<file path="src/rtl/mips_pipeline_mem_access_ctrl.sv">
// MEM-stage sequencer: turns each load/store in EX/MEM into one req/ack transaction
// with a multi-cycle data memory, stalling the front end and bubbling MEM/WB meanwhile.
module mips_pipeline_mem_access_ctrl #(
  parameter int TIMEOUT = 64
) (
  input  logic        clock,
  input  logic        reset,
  input  logic        exMemValid,
  input  logic        memRead,
  input  logic        memWrite,
  input  logic [31:0] addr,
  input  logic [31:0] wdata,
  output logic        dmemReq,
  output logic        dmemWe,
  output logic [31:0] dmemAddr,
  output logic [31:0] dmemWdata,
  input  logic        dmemAck,
  input  logic [31:0] dmemRdata,
  output logic        stall,
  output logic        memWbBubble,
  output logic [31:0] memOut,
  output logic        memError
);

  typedef enum logic [1:0] {S_IDLE, S_WAIT, S_DONE, S_ERR} state_t;

  localparam logic [15:0] TIMEOUT_LAST = 16'(TIMEOUT - 1);

  state_t      state, state_next;
  logic [15:0] cnt;
  logic [31:0] data_q;
  logic        mem_op;
  logic        timeout_hit;

  assign mem_op      = exMemValid & (memRead | memWrite);
  assign timeout_hit = (cnt == TIMEOUT_LAST);

  // NOTE: sequential state uses non-blocking assignments so every register
  // samples pre-edge values regardless of process evaluation order.
  always_ff @(posedge clock) begin
    if (reset) state <= S_IDLE;
    else       state <= state_next;
  end

  // NOTE: every comb output gets a default first, so no path leaves it unassigned
  // and no latch is inferred.
  always_comb begin
    state_next = state;
    case (state)
      S_IDLE:  if (mem_op) state_next = S_WAIT;
      S_WAIT:  begin
        if (dmemAck)          state_next = S_DONE;
        else if (timeout_hit) state_next = S_ERR;
      end
      S_DONE:  state_next = S_IDLE;
      S_ERR:   state_next = S_ERR;
      default: state_next = S_IDLE;
    endcase
  end

  always_comb begin
    stall       = 1'b0;
    memWbBubble = 1'b0;
    memOut      = 32'h0;
    case (state)
      S_IDLE: begin
        stall       = mem_op;
        memWbBubble = mem_op;
      end
      S_WAIT, S_ERR: begin
        stall       = 1'b1;
        memWbBubble = 1'b1;
      end
      S_DONE:  memOut = data_q;
      default: ;
    endcase
  end

  // Transaction datapath: request, latched operands, timeout counter, read data.
  always_ff @(posedge clock) begin
    if (reset) begin
      dmemReq   <= 1'b0;
      dmemWe    <= 1'b0;
      dmemAddr  <= 32'h0;
      dmemWdata <= 32'h0;
      data_q    <= 32'h0;
      cnt       <= 16'h0;
      memError  <= 1'b0;
    end else begin
      case (state)
        S_IDLE: begin
          if (mem_op) begin
            dmemReq   <= 1'b1;
            dmemWe    <= memWrite;
            dmemAddr  <= addr;
            dmemWdata <= wdata;
            cnt       <= 16'h0;
          end
        end
        S_WAIT: begin
          // Ack beats a timeout landing in the same cycle.
          if (dmemAck) begin
            dmemReq <= 1'b0;
            data_q  <= dmemWe ? 32'h0 : dmemRdata;
          end else if (timeout_hit) begin
            dmemReq  <= 1'b0;
            memError <= 1'b1;
          end else begin
            cnt <= cnt + 16'h1;
          end
        end
        default: ;
      endcase
    end
  end

endmodule

</file>
<file path="config.mk">
export PLATFORM = sky130hd
export DESIGN_NAME = mips_pipeline_mem_access_ctrl
export DESIGN_NICKNAME = d
export VERILOG_FILES = /design/src/rtl/mips_pipeline_mem_access_ctrl.sv
export SDC_FILE = /design/constraint.sdc
export NUM_CORES = 1
export LEC_CHECK = 0
export CAP_MARGIN = 30
export CORE_MARGIN = 3
export CORE_UTILIZATION = 32
export DETAILED_ROUTE_END_ITERATION = 8
export PLACE_DENSITY = 0.69
export SKIP_LAST_GASP = 1
export SLEW_MARGIN = 0
export SYNTH_ARGS = -nofsm -noshare
export SYNTH_HDL_FRONTEND = slang
export SYNTH_SLANG_ARGS = --single-unit
</file>
<file path="constraint.sdc">
create_clock -name clock -period 1.79 [get_ports clock]
set_input_delay 0.179 -clock clock [delete_from_list [all_inputs] [get_ports clock]]
set_output_delay 0.179 -clock clock [all_outputs]
set_load 0.05 [all_outputs]
</file>
==> flow_metrics.py <==
metrics = {
    "power_and_ir_drop": {
        "p_leak_nw": 3.33,
        "clkPwrFrac_pct": 45.6,
        "ir_worst_vdd_mv": 0.533,
        "pwr-share-seq_pct": 36.9,
        "swShare_pct": 26.6,
        "p_per_area_nw_per_um2": 913,
        "p_sw_w": 0.00202,
        "p_int_w": 0.00556,
        "pwr-share-comb_pct": 17.5,
    },
    "worst_setup_path": {
        "cp.required_ns": 1.61,
        "critPathLaunchType": "register",
        "worstSetupPathType": "register to primary output",
        "worstSetupEndpointType": "primary output",
        "reg2regPathDepth": 5,
        "critPathMaxFanout": 8,
        "r2r_setup_slack_ns": 0.11,
        "r2r_start": "cnt[6]",
        "reg2reg_to": "cnt[12]",
        "worstSetupStartpoint": "state[0]",
        "cp.arrival_ns": 1.60,
    },
    "yosys": {
        "synthArstFlopShare_pct": 0,
        "postSynthAreaPerCell_um2": 7.95,
        "synth.net_count": 703,
        "postSynthCellCount": 600,
        "ys_seq_elements": 117,
        "ys_types": 46,
        "synth-edff-count": 0,
        "synth.cell_area_um2": 4770,
        "ys.flop_type": "dfxtp_1",
        "ys_seq_area_share_pct": 49.1,
        "ys_warn_count": 0,
    },
    "routing": {
        "dr.pass1.iters": 4,
        "vias_per_cell": 5.06,
        "ant_nets": 0,
        "drtIter0Drc": 307,
        "num_vias": 5057,
        "wl_per_cell_um": 15.6,
        "drt-total-wl_mm": 15.6,
        "drc_errors": 0,
    },
    "layout": {
        "syn_to_final_growth_pct": 74.1,
        "fill_cells": 1214,
        "final_cell_mix": "nand2_1, clkdlybuf4s50_1, dfxtp_1",
        "antennaDiodeCount": 0,
        "drive_above_1_share_pct": 18.3,
        "stdcell_count": 1000,
        "regArea_um2": 2350,
        "multi_input_area_um2": 2330,
        "fin_nets": 910,
        "layout_commonest_cell": "nand2_1",
    },
    "clock_network": {
        "ctsRootBufferMaster": "clkbuf_16",
        "clock_latency_ns": 0.41,
        "cts.clk_slew.worst_paths_ns": 0.05,
        "cts.sinks": 117,
        "clockBufferDepth": 2,
        "htreeDepth": 4,
        "cts_hold_buf": 0,
        "cts_buffers": 17,
        "cts_tree": "built",
    },
    "hold_path": {
        "hp-class": "primary input to register",
        "holdPathStages": 2,
        "min_to": "dmemWdata[19]",
        "hp-start": "reset",
    },
    "placed_design": {
        "place_inst": 961,
        "dpl.hpwl_mm": 10.7,
        "place_congestion": 0.889,
        "port_buffers": 202,
        "dpl_worst_slack_ns": -0.163,
    },
    "global_route": {
        "grt_pass1_vias": 4838,
        "track_usage_pct": 18.0,
        "grt_max_degree": 52,
        "grt_first_pass_wirelength_mm": 23.7,
        "antenna_found_initial": 0,
        "grt_overflow_total": 0,
    },
    "timing": {
        "tightestPinTransition_ns": 0.563,
        "drv_slew": 0,
        "fmax_mhz": 563,
        "final_hold_viol_count": 0,
        "fin_crit_sh_pct": 99.2,
        "fin_ws_ns": 0.0150,
        "finalSetupViolations": 0,
        "finClkSkew_ns": 0.00742,
        "rsz0062_at_grt": "true",
        "slew-limit-headroom_pct": 62.4,
        "period_needed_ns": 1.77,
    },
    "outcome": {
        "status": "complete, no violations",
    },
    "floorplanning": {
        "die_area_um2": 16400,
        "start_util_pct": 33.6,
        "die-height_um": 128,
        "num_rows": 43,
        "core_area_um2": 14200,
        "dieWidth_um": 128,
        "ioPinCount": 203,
    },
    "run": {
        "drv_cap": 0,
    },
}
[worst max-delay path by stage]
stage,cells past startpoint,end
finish,5,memOut[8]
global route,5,memOut[3]
CTS,5,memOut[30]
detailed placement,4,cnt[3]
global placement,4,cnt[3]
floorplan,3,stall
[kinds of logic (layout without fill, tap and decap cells)]
family,after synthesis,after routing,synth area share (%)
buf+inv,51,271,4.30
mux,2,2,0.420
compound gates,140,140,16.5
simple gates,289,289,29.4
flops,117,117,49.1
fa+ha+maj,1,1,0.262
[sequential cells by signal, indices dropped and copies added (netlist names)]
signal and cells:
memError 1, data_q 32, cnt 16, dmemWe 1, state 2, dmemReq 1, dmemWdata 32, dmemAddr 32
[cell type report]
class / count / area share, %
Clock inverter: 11 / 1.81
Multi-Input combinational cell: 432 / 28.1
Timing Repair Buffer: 237 / 33.5
Inverter: 2 / 0.0904
Clock buffer: 21 / 5.54
Sequential cell: 117 / 28.3
Tap cell: 180 / 2.71
[cell usage after synthesis (2+ instances only)]
| master | number | share of area (%) |
|---|---|---|
| nand2_1 | 169 | 13 |
| dfxtp_1 | 117 | 49 |
| a21oi_1 | 104 | 11 |
| clkbuf_1 | 39 | 3.1 |
| nand3b_1 | 33 | 5.2 |
| and2_1 | 32 | 4.2 |
| nor2_1 | 13 | 1.0 |
| a311oi_1 | 7 | 1.3 |
| buf_2 | 7 | 0.73 |
| nand3_1 | 7 | 0.73 |
| a31oi_1 | 6 | 0.79 |
| nand2b_1 | 5 | 0.66 |
| nand4_1 | 5 | 0.66 |
| nor3_1 | 5 | 0.52 |
| o211ai_1 | 5 | 0.79 |
| nor4_1 | 4 | 0.52 |
| o21ai_0 | 4 | 0.42 |
| and4_1 | 3 | 0.55 |
| a21o_1 | 2 | 0.31 |
| and3_1 | 2 | 0.26 |
| inv_1 | 2 | 0.16 |
| mux2i_1 | 2 | 0.42 |
| nor2b_1 | 2 | 0.26 |
| or3_1 | 2 | 0.26 |
| or4_1 | 2 | 0.31 |
[power groups by stage]
stage	Clock [W]	Sequential [W]	Combinational, W
5_1_grt	0.00368	0.00281	0.00140
6_report	0.00346	0.00280	0.00132
3_3_place_gp	0	0.00284	0.00128
2_1_floorplan	0	0.00317	0.000368
3_5_place_dp	0	0.00285	0.00129
4_1_cts	0.00354	0.00280	0.00131
[per-stage QoR]
step / hold slack (ns) / area (um^2) / TNS, ns / power [W] / util [%]
2_1_floorplan: 0.315 / 4770 / 0 / 0.00354 / -
3_3_place_gp: 0.434 / 7440 / -2.85 / 0.00412 / 52.4
3_5_place_dp: 0.441 / 7440 / -2.36 / 0.00414 / 52.4
4_1_cts: 0.243 / 8080 / -0.759 / 0.00764 / 56.9
5_1_grt: 0.268 / 8310 / -0.674 / 0.00789 / 58.5
6_report: 0.248 / 8310 / 0 / 0.00758 / 58.5
[per-layer routing]
| metal | share of wire [%] | wire [um] | GRT usage, % | vias up |
|---|---|---|---|---|
| met5 | 0 | 0 | 0 | - |
| met1 | 41 | 6360 | 21.5 | 2380 |
| li1 | - | - | - | 2453 |
| met4 | 1.8 | 278 | 7.12 | 0 |
| met2 | 49 | 7620 | 29.7 | 202 |
| met3 | 8.8 | 1370 | 6.29 | 22 |
[worst max-delay path: stages (launching register included)]
cell	delay, ns
dfxtp_4	0.35
buf_6	0.12
nor2b_4	0.23
clkbuf_16	0.21
and2_4	0.15
buf_12	0.13
[repair_timing]
action / CTS / global route
pin swaps: 0 / 25
gates cloned: 2 / 1
buffers inserted: 0 / 4
endpoints found under the setup margin: 34 / 60
hold endpoints to repair: 0 / 0
gates resized for setup: 6 / 67
(Power assumes the default switching activity.)
